$ cat config.mk
export PLATFORM = sky130hd
export DESIGN_NAME = fetch_sequencer
export DESIGN_NICKNAME = d
export VERILOG_FILES = /design/src/rtl/fetch_sequencer.sv
export SDC_FILE = /design/constraint.sdc
export NUM_CORES = 1
export LEC_CHECK = 0
export CORE_AREA = 2 2 98 72
export DETAILED_ROUTE_END_ITERATION = 6
export DIE_AREA = 0 0 100 74
export PLACE_DENSITY = 0.78
export SLEW_MARGIN = 15
export SYNTH_ARGS = -nofsm -noshare
export SYNTH_HDL_FRONTEND = slang
export SYNTH_SLANG_ARGS = --single-unit
$ cat constraint.sdc
create_clock -name clk -period 2.3 [get_ports clk]
set_input_delay 0.575 -clock clk [delete_from_list [all_inputs] [get_ports clk]]
set_output_delay 0.575 -clock clk [all_outputs]
set_load 0.01 [all_outputs]
$ cat src/rtl/fetch_sequencer.sv
// Instruction-fetch controller: owns the PC, runs a single-outstanding
// req/gnt/rvalid handshake to instruction memory and presents words to decode.
module fetch_sequencer #(
    parameter int unsigned ADDR_WIDTH = 12,
    parameter int unsigned DATA_WIDTH = 16,
    parameter logic [ADDR_WIDTH-1:0] RESET_VECTOR = ADDR_WIDTH'(12'h000),
    parameter logic [ADDR_WIDTH-1:0] IRQ_VECTOR   = ADDR_WIDTH'(12'hFF0)
) (
    input  logic                  clk,
    input  logic                  reset,
    input  logic                  start,
    input  logic                  halt,
    input  logic                  stall,
    input  logic                  redirect_valid,
    input  logic [ADDR_WIDTH-1:0] redirect_addr,
    input  logic                  irq,
    output logic                  imem_req,
    output logic [ADDR_WIDTH-1:0] imem_addr,
    input  logic                  imem_gnt,
    input  logic                  imem_rvalid,
    input  logic [DATA_WIDTH-1:0] imem_rdata,
    output logic                  fetch_valid,
    output logic [ADDR_WIDTH-1:0] fetch_pc,
    output logic [DATA_WIDTH-1:0] fetch_instr,
    output logic                  irq_ack,
    output logic [ADDR_WIDTH-1:0] epc,
    output logic                  busy
);

    typedef enum logic [1:0] {
        S_IDLE   = 2'd0,
        S_REQ    = 2'd1,
        S_WAIT   = 2'd2,
        S_HALTED = 2'd3
    } state_e;

    state_e                state_q, state_d;
    logic [ADDR_WIDTH-1:0] pc_q, pc_d;
    logic                  drop_q, drop_d;
    logic                  fetch_valid_q, fetch_valid_d;
    logic [ADDR_WIDTH-1:0] fetch_pc_q, fetch_pc_d;
    logic [DATA_WIDTH-1:0] fetch_instr_q, fetch_instr_d;
    logic                  irq_ack_q, irq_ack_d;
    logic [ADDR_WIDTH-1:0] epc_q, epc_d;
    logic                  busy_q, busy_d;

    logic                  slot_free_c;
    logic                  req_c;
    logic                  gnt_acc_c;
    logic [ADDR_WIDTH-1:0] pc_inc_c;

    // Request only when the output slot can take the returning word.
    assign slot_free_c = !fetch_valid_q || !stall;
    assign req_c       = (state_q == S_REQ) && slot_free_c && !halt;
    assign gnt_acc_c   = req_c && imem_gnt;
    assign pc_inc_c    = pc_q + ADDR_WIDTH'(1);

    always_comb begin
        state_d       = state_q;
        pc_d          = pc_q;
        drop_d        = drop_q;
        fetch_valid_d = fetch_valid_q;
        fetch_pc_d    = fetch_pc_q;
        fetch_instr_d = fetch_instr_q;
        irq_ack_d     = 1'b0;
        epc_d         = epc_q;

        if (fetch_valid_q && !stall) begin
            fetch_valid_d = 1'b0;
        end

        case (state_q)
            S_IDLE: begin
                if (start) begin
                    pc_d    = RESET_VECTOR;
                    state_d = S_REQ;
                end
            end

            S_REQ: begin
                if (redirect_valid) begin
                    pc_d          = redirect_addr;
                    fetch_valid_d = 1'b0;
                    if (gnt_acc_c) begin
                        drop_d = 1'b1;
                    end
                end
                if (halt) begin
                    state_d = S_HALTED;
                end else if (gnt_acc_c) begin
                    state_d = S_WAIT;
                end
            end

            S_WAIT: begin
                if (imem_rvalid) begin
                    if (drop_q) begin
                        // Word belongs to the path abandoned by a redirect.
                        drop_d = 1'b0;
                        if (redirect_valid) begin
                            pc_d = redirect_addr;
                        end
                    end else begin
                        fetch_valid_d = 1'b1;
                        fetch_pc_d    = pc_q;
                        fetch_instr_d = imem_rdata;
                        if (redirect_valid) begin
                            pc_d = redirect_addr;
                        end else if (irq) begin
                            epc_d     = pc_inc_c;
                            pc_d      = IRQ_VECTOR;
                            irq_ack_d = 1'b1;
                        end else begin
                            pc_d = pc_inc_c;
                        end
                    end
                    state_d = halt ? S_HALTED : S_REQ;
                end else if (redirect_valid) begin
                    pc_d = redirect_addr;
                    if (!drop_q) begin
                        fetch_valid_d = 1'b0;
                        drop_d        = 1'b1;
                    end
                end
            end

            S_HALTED: begin
                if (start) begin
                    state_d = S_REQ;
                end
            end

            default: begin
                state_d = S_IDLE;
            end
        endcase

        busy_d = (state_d == S_REQ) || (state_d == S_WAIT);
    end

    always_ff @(posedge clk) begin
        if (reset) begin
            state_q       <= S_IDLE;
            pc_q          <= RESET_VECTOR;
            drop_q        <= 1'b0;
            fetch_valid_q <= 1'b0;
            fetch_pc_q    <= '0;
            fetch_instr_q <= '0;
            irq_ack_q     <= 1'b0;
            epc_q         <= '0;
            busy_q        <= 1'b0;
        end else begin
            state_q       <= state_d;
            pc_q          <= pc_d;
            drop_q        <= drop_d;
            fetch_valid_q <= fetch_valid_d;
            fetch_pc_q    <= fetch_pc_d;
            fetch_instr_q <= fetch_instr_d;
            irq_ack_q     <= irq_ack_d;
            epc_q         <= epc_d;
            busy_q        <= busy_d;
        end
    end

    assign imem_req    = req_c;
    assign imem_addr   = pc_q;
    assign fetch_valid = fetch_valid_q;
    assign fetch_pc    = fetch_pc_q;
    assign fetch_instr = fetch_instr_q;
    assign irq_ack     = irq_ack_q;
    assign epc         = epc_q;
    assign busy        = busy_q;

endmodule
==> flow_summary.toml, run 1 <==
[sta]
slew_violations = 0
fmax_mhz = 462
max_slew_margin_pct = 59.8
tightest_slew_ns = 0.603
fin_worst_skew_ns = 0.00941
setup_violations = 0
rsz0062_at_grt = "false"
finalCriticalPeriod_ns = 2.17
period_share_pct = 94.2
worst_slack_ns = 0.134
finalHoldViolCount = 0

[logic_synthesis]
avgSynthCellArea_um2 = 8.03
synth-seq-cells = 58
yosysWarnings = 0
syn_area_mm2 = 0.00287
synth_edf_count = 0
syn_inst = 358
synth_cell_types = 56
netlist.area_leader.share_pct = 40.4
mappedNetlistNets = 401
synthFlopType = "dfxtp_1"
yosysTopAreaCell = "dfxtp_1"
async_flop_share_pct = 0
seq_area_frac_synth_pct = 40.4
yosys.cell_count.top_type = "nand2_1"
ys_top_cells_by_count = "nand2_1, dfxtp_1, a21oi_1, nor2_1, o21ai_0"
synth_area_leaders = "dfxtp_1, nand2_1, a21oi_1"

[route]
drt_wl_total_um = 8650
drt_iter0_drc = 160
antenna_left = 0
wl_per_cell_um = 15.8
num_vias = 2986
vias_per_cell = 5.46
drc = 0
first_pass_iters = 4

[placed_design]
gp_congestion = 0.909
pre_cts_ws_ns = -0.0727
dpl_cell_area_mm2 = 0.00400
dpl.hpwl_um = 6260
io_buffers = 92

[grt]
antenna_found_initial = 0
track_usage_pct = 24.4
grt_start_max_net_pins = 55
grt_pass1_vias = 2870
grt-ovfl-total = 0
grt_pass1_wl_um = 14000

[floorplan]
initial_core_util_pct = 44.2
dieArea_mm2 = 0.00740
ios = 93
die-height_um = 74
rows = 25
fp.coreArea_mm2 = 0.00651
die_w_um = 100

[setup_path]
crit_arrival_ns = 1.59
critPathLaunch = "stall"
required_ns = 1.73
ff2ff_path_depth = 8
cp_max_fo = 2
worstSetupPathType = "primary input to primary output"
rrSetupSlack_ns = 0.33
cp_slowest_stage_delay_ns = 0.47
r2r-start = "state_q[1]$_SDFF_PP0_"
worstPathCellList = "clkdlybuf4s50_1, nand2_1, and3_1, dlygate4sd2_1"
cp-start-kind = "primary input"
reg2reg_to = "imem_addr[5]$_SDFFE_PP0P_"
worstSetupEndpoint = "imem_req"
crit_slowest_cell = "clkdlybuf4s50_1"
crit_path_end_kind = "primary output"

[run]
maxCapViolCount = 0

[cts]
clockBufferDepth = 2
numCtsBuffers = 9
root_buffer = "clkbuf_8"
cts_num_sinks = 58
clock_latency_ns = 0.35
h-tree-depth = 3
cts_tree = "yes"
clkTransAtPathRegs_ns = 0.06
post_cts_buffers = 0

[cells_and_area]
antenna_cells = 0
syn2layout_area_growth_pct = 47.2
final_cell_area_mm2 = 0.00423
fin_nets = 504
drive_gt1_share_pct = 11.4

[pwr]
powerDensity_mw_per_mm2 = 722
power.total_uw = 3050
p_leak_uw = 0.00154
max-vdd-ir-drop_mv = 0.458

[worst_hold_path]
hold_class = "register to register"

[run_status]
run_status = "complete, no violations"
-- through the flow --
stage	setup TNS [ns]	hold slack, ns	cells	util, %
finish	0	0.452	547	65.0
global route	0	0.481	547	65.0
CTS	0	0.457	547	65.0
detailed placement	-0.0727	0.447	531	61.5
global placement	-0.0394	0.441	531	61.5
floorplan	0	0.481	358	-
-- kinds of logic (layout without fill, tap and decap cells) --
logic type / Yosys count / in the layout / share of synthesized area (%)
AO/OA/AOI/OAI: 106 / 106 / 24.3
buffers and inverters: 36 / 144 / 5.22
AND/OR/NAND/NOR: 141 / 141 / 24.1
XOR/XNOR: 11 / 11 / 3.35
flip-flops: 58 / 58 / 40.4
adder cells (fa/ha/maj): 6 / 6 / 2.61
-- worst max-delay path, delay by kind of cell --
family / cells / cell delay (ns)
buffers and inverters: 2 / 0.76
and+or+nand+nor: 2 / 0.26
-- worst min-delay path by stage --
stage                                 from                           to  slack, ns  cells after the start
6_report          fetch_pc[7]$_SDFFE_PP0P_     fetch_pc[7]$_SDFFE_PP0P_       0.45                      2
5_1_grt        fetch_instr[6]$_SDFFE_PP0P_  fetch_instr[6]$_SDFFE_PP0P_       0.48                      2
4_1_cts        fetch_instr[6]$_SDFFE_PP0P_  fetch_instr[6]$_SDFFE_PP0P_       0.46                      2
3_5_place_dp   fetch_instr[6]$_SDFFE_PP0P_  fetch_instr[6]$_SDFFE_PP0P_       0.45                      2
3_3_place_gp   fetch_instr[1]$_SDFFE_PP0P_  fetch_instr[1]$_SDFFE_PP0P_       0.44                      2
2_1_floorplan          epc[1]$_SDFFE_PP0P_          epc[1]$_SDFFE_PP0P_       0.48                      2
-- state kept, by name, indices dropped and copies added, names as in the netlist --
register and cells:
imem_addr 12, busy 1, fetch_pc 12, irq_ack 1
state_q 2, fetch_valid 1, epc 12, drop_q 1
fetch_instr 16
-- report_power, final --
group | internal, uW | total (uW) | switching, uW
clock network | 714 | 1140 | 423
logic | 353 | 805 | 453
registers | 1060 | 1110 | 55.8
total | 2120 | 3050 | 932
-- cell type report --
class / instances / area (um^2)
Timing Repair Buffer: 115 / 1120
Inverter: 13 / 48.8
Fill cell: 571 / 2270
Sequential cell: 58 / 1160
Clock buffer: 10 / 128
Tap cell: 81 / 101
Clock inverter: 6 / 105
Multi-Input combinational cell: 264 / 1560
-- routing by layer --
layer	vias to the layer above	track usage [%]	wire, um
met5	-	0	0
met4	0	8.37	121
met1	1390	30.9	3990
li1	1461	-	-
met2	120	39.4	3830
met3	15	8.36	716
-- layout by cell type, fill, tap and decap left out, types with 2 or more instances in the layout --
cell,n
a2111oi_2,2
a211oi_1,10
a21o_1,2
a21oi_1,44
a221oi_1,2
a22o_1,2
a31oi_1,4
and2_1,2
and3_1,2
and3b_1,2
buf_12,3
buf_4,20
bufinv_16,3
clkbuf_8,9
clkdlybuf4s50_1,90
clkinv_2,3
dfxtp_1,58
ha_1,6
inv_1,13
nand2_1,84
nand2b_1,4
nand3_1,9
nand4_1,3
nor2_1,19
nor3_1,3
nor3b_1,2
nor4_4,2
o211ai_1,2
o21a_1,2
o21ai_0,14
o22ai_1,5
o31ai_1,2
xnor2_1,6
xor2_1,5
-- repair_timing --
action / 4_1_cts / 5_1_grt
endpoints found under the setup margin: 1 / 0
hold endpoints to repair: 0 / 0
hold buffers: 0 / 0
resized for setup: 1 / 0
Power figures use the tool's default switching activity.
==> inputs of run 2 (changes only) <==
- CORE_AREA: 2 2 98 72 -> 2 2 96 70
- CTS_BUF_LIST: default -> sky130_fd_sc_hd__clkbuf_4 sky130_fd_sc_hd__clkbuf_8
- DIE_AREA: 0 0 100 74 -> 0 0 98 72
- PLACE_DENSITY: 0.78 -> 0.81
==> flow_summary.toml, run 2 (synthesis results as in run 1) <==
[run_status]
run_status = "complete, no violations"

[grt]
grt_use_met3_pct = 10.6
grt_pass1_wl_um = 14100
track_usage_pct = 25.1
grt_start_max_net_pins = 55
grt-ovfl-total = 0
grtUsageMet1_pct = 33.1
grt_pass1_vias = 2870
met2_usage_pct = 38.6
grt.busiest_layer = "met2"
antenna_found_initial = 0

[floorplan]
die-height_um = 72
fp.coreArea_mm2 = 0.00610
die_w_um = 98
ios = 93
dieArea_mm2 = 0.00706
initial_core_util_pct = 47.1
rows = 24

[route]
drc = 0
num_vias = 3027
vias_per_cell = 5.61
antenna_left = 0
wl_per_cell_um = 16.1
drt_wl_total_um = 8680
drt_iter0_drc = 256
first_pass_iters = 5

[cts]
numCtsBuffers = 9
cts_num_sinks = 58
hold_buffers = 0
root_buffer = "clkbuf_8"
clkTransAtPathRegs_ns = 0.06
h-tree-depth = 3
cts_tree = "yes"
clockBufferDepth = 2
clock_latency_ns = 0.34
post_cts_buffers = 0

[sta]
period_share_pct = 94.1
finalHoldViolCount = 0
fmax_mhz = 462
finalCriticalPeriod_ns = 2.16
fin_worst_skew_ns = 0.00624
setup_tns_ns = 0
slew_violations = 0
tightest_slew_ns = 0.603
max_slew_margin_pct = 59.8
setup_violations = 0
rsz0062_at_grt = "false"

[placed_design]
io_buffers = 92
dpl.hpwl_um = 6240
gp_congestion = 0.927

[pwr]
p_clk_share_pct = 36.1
max-vdd-ir-drop_mv = 0.504
p_sw_uw = 904
p_seq_share_pct = 37.3
p_int_uw = 2090
powerDensity_mw_per_mm2 = 712
swShare_pct = 30.2
p_comb_share_pct = 26.6
p_leak_uw = 0.00153
power.total_uw = 2990

[setup_path]
cp_top_family = "buffers and inverters"
cp-start-kind = "primary input"
cp_slowest_stage_delay_ns = 0.46
path_buf_inv = 2
crit_path_end_kind = "primary output"
cp_max_fo = 2
required_ns = 1.73
crit_slowest_cell = "clkdlybuf4s50_1"
crit_arrival_ns = 1.59
worstPathCellList = "clkdlybuf4s50_1, nand2_1, and3_1, dlygate4sd2_1"
worstSetupPathType = "primary input to primary output"

[cells_and_area]
antenna_cells = 0
final_common_cell = "clkdlybuf4s50_1"
largest_reg_flops = 16
fin_nets = 502
final_cell_mix = "clkdlybuf4s50_1, nand2_1, dfxtp_1"
drive_gt1_share_pct = 10.8
fillers = 507
syn2layout_area_growth_pct = 46.3

[run]
maxCapViolCount = 0

[worst_hold_path]
hold_class = "register to register"
==> run 2: changes by cell type in the layout (fill, tap and decap cells not counted), sizes merged <==
cell,before,now
buf,24,22
bufinv,3,2
clkbuf,10,12
clkinv,3,0
==> run 2: path summary, 6_finish.rpt <==
kind | start | endpoint | slack [ns] | cells past startpoint
max reg2reg | state_q[0]$_SDFF_PP0_ | imem_addr[8]$_SDFFE_PP0P_ | 0.23 | 7
min | fetch_pc[11]$_SDFFE_PP0P_ | fetch_pc[11]$_SDFFE_PP0P_ | 0.45 | 2
min reg2reg | fetch_pc[11]$_SDFFE_PP0P_ | fetch_pc[11]$_SDFFE_PP0P_ | 0.45 | 2
max | stall | imem_req | 0.14 | 4
==> run 2: layer usage <==
metal / up-vias / share of wire, %
met1: 1390 / 44
met3: 18 / 11
met5: - / 0
li1: 1458 / -
met4: 0 / 1.4
met2: 161 / 44
==> run 2: area by class of cell <==
cell class / count / area (um^2) / area share (%)
Tap cell: 78 / 97.6 / 2.32
Inverter: 13 / 48.8 / 1.16
Clock inverter: 2 / 60.1 / 1.43
Sequential cell: 58 / 1160 / 27.6
Multi-Input combinational cell: 264 / 1560 / 37.2
Clock buffer: 12 / 165 / 3.93
Timing Repair Buffer: 113 / 1110 / 26.4
==> run 2: metrics by stage <==
stage	std cells	area, um^2	setup WS, ns	utilization, %	hold WS (ns)
after floorplan	358	2870	0.463	-	0.481
after global placement	526	3980	-0.0327	65.3	0.440
after detailed placement	526	3980	-0.0762	65.3	0.447
after CTS	540	4210	0.132	69.0	0.455
after global routing	540	4210	0.0833	69.0	0.476
final	540	4210	0.136	69.0	0.453
==> run 2: power by group through the flow <==
stage	logic, uW	registers [uW]	clock network [uW]
after detailed placement	780	1140	0
after global routing	867	1120	1130
after global placement	763	1130	0
after CTS	785	1110	1100
after floorplan	442	1140	0
final	797	1120	1080
==> run 2: timing repair <==
action | CTS | global route
hold endpoints to repair | 0 | 0
endpoints found under the setup margin | 1 | 0
gates resized for setup | 1 | 0
==> run 2: worst register-to-register path: cells and delay by family (launching register included) <==
| kind | cells | cell delay (ns) |
|---|---|---|
| flops | 1 | 0.45 |
| compound gates | 3 | 0.67 |
| simple gates | 1 | 0.11 |
| fa+ha+maj | 1 | 0.36 |
| buf+inv | 2 | 0.36 |
==> inputs of run 3 (changes only) <==
- CELL_PAD_IN_SITES_DETAIL_PLACEMENT: default -> 0
- CELL_PAD_IN_SITES_GLOBAL_PLACEMENT: default -> 2
- CORE_AREA: 2 2 96 70 -> 2 2 127 92
- DIE_AREA: 0 0 98 72 -> 0 0 129 94
- PLACE_DENSITY: 0.81 -> default
- PLACE_DENSITY_LB_ADDON: default -> 0.1
==> flow_summary.toml, run 3 (synthesis results as in run 1) <==
[grt]
antenna_found_initial = 0
track_usage_pct = 17.2
grt_pass1_vias = 2811
grt-ovfl-total = 0
grt_pass1_wl_um = 15800
grt_start_max_net_pins = 36

[pwr]
p_leak_uw = 0.00155
p_comb_share_pct = 28.3
p_seq_share_pct = 38.4
max-vdd-ir-drop_mv = 0.302
powerDensity_mw_per_mm2 = 672
p_sw_uw = 950
p_int_uw = 1940
p_clk_share_pct = 33.3
swShare_pct = 32.8

[run]
maxCapViolCount = 0

[route]
num_vias = 2916
antenna_left = 0
wl_per_cell_um = 15.9
drt_iter0_drc = 148
vias_per_cell = 4.68
drt_wl_total_um = 9930
first_pass_iters = 4
drc = 0

[placed_design]
io_buffers = 92
dpl.hpwl_um = 7320
pre_cts_ws_ns = -0.0589
gp_congestion = 0.816

[cts]
h-tree-depth = 3
numCtsBuffers = 9
clockBufferDepth = 2
cts_tree = "yes"
root_buffer = "clkbuf_8"
clkTransAtPathRegs_ns = 0.07
cts_num_sinks = 58
clock_latency_ns = 0.35
hold_buffers = 0

[cells_and_area]
syn2layout_area_growth_pct = 49.8
regArea_mm2 = 0.00116
drive_gt1_share_pct = 12.3
final_common_cell = "clkdlybuf4s50_1"
largest_reg_flops = 16
antenna_cells = 0
multi_input_area_mm2 = 0.00156
fin_nets = 508
final_cell_mix = "clkdlybuf4s50_1, nand2_1, dfxtp_1"
fillers = 1119

[sta]
fin_worst_skew_ns = 0.00726
finalHoldViolCount = 0
whs_ns = 0.453
tightest_slew_ns = 0.451
setup_violations = 0
rsz0062_at_grt = "false"
fmax_mhz = 466
finalCriticalPeriod_ns = 2.15
worst_slack_ns = 0.154
max_slew_margin_pct = 69.9
slew_violations = 0
period_share_pct = 93.3

[setup_path]
critPathLaunch = "imem_addr[4]$_SDFFE_PP0P_"
crit_slowest_cell = "clkdlybuf4s50_1"
cp_top_family = "buffers and inverters"
required_ns = 1.73
crit_arrival_ns = 1.57
cp-start-kind = "register"
worstPathCellList = "clkdlybuf4s50_1"
r2r-start = "state_q[1]$_SDFF_PP0_"
worstSetupPathType = "register to primary output"
cp_slowest_stage_delay_ns = 0.63
cp_max_fo = 8
crit_path_end_kind = "primary output"
path_buf_inv = 1

[floorplan]
rows = 32
fp.coreArea_mm2 = 0.0109
ios = 93
die-height_um = 94
dieArea_mm2 = 0.0121
initial_core_util_pct = 26.5
die_w_um = 129

[worst_hold_path]
hold_path_startpoint = "fetch_instr[15]$_SDFFE_PP0P_"
hold_class = "register to register"

[run_status]
run_status = "complete, no violations"
-- run 3: cell count changes in the layout (fill, tap and decap cells not counted), sizes merged --
cell / delta
bufinv: -1
clkbuf: -1
clkinv: +4
buf: +6
-- run 3: final timing paths --
kind / cells after the start / to / slack [ns]
max: 1 / imem_addr[4] / 0.15
min: 2 / fetch_instr[15]$_SDFFE_PP0P_ / 0.45
max reg2reg: 7 / imem_addr[1]$_SDFFE_PP0P_ / 0.32
min reg2reg: 2 / fetch_instr[15]$_SDFFE_PP0P_ / 0.45
-- run 3: timing repair --
item                       in CTS  in global routing
gates resized for setup         1                  0
setup endpoints to repair       1                  0
setup buffers                   0                  0
-- run 3: metrics by stage --
stage | instances | util (%) | power [uW] | area (um^2) | setup TNS, ns
floorplan | 358 | - | 1580 | 2870 | 0
global placement | 607 | 37.9 | 1970 | 4110 | -0.0804
detailed placement | 607 | 37.9 | 1960 | 4110 | -0.0589
CTS | 623 | 39.7 | 2940 | 4310 | 0
global route | 623 | 39.7 | 3080 | 4310 | 0
finish | 623 | 39.7 | 2890 | 4310 | 0
-- run 3: layout make-up --
cell class / instances / area share (%)
well taps: 153 / 4.45
flip-flops and latches: 58 / 27.0
clock inverters: 5 / 1.25
inverters: 13 / 1.13
clock buffers: 11 / 3.37
multi-input cells: 264 / 36.3
repair buffers: 119 / 26.5
-- run 3: power by group through the flow --
stage	Combinational [uW]	Clock [uW]	Sequential (uW)
floorplan	442	0	1140
global placement	832	0	1130
detailed placement	824	0	1130
CTS	826	1000	1110
global route	909	1050	1120
finish	819	963	1110
-- run 3: layer usage --
metal	track usage (%)	vias to the layer above	wire length [um]
met1	24.9	1352	5030
met2	24.1	90	4020
met5	0	-	0
met4	4.98	0	102
li1	-	1464	-
met3	5.18	10	779
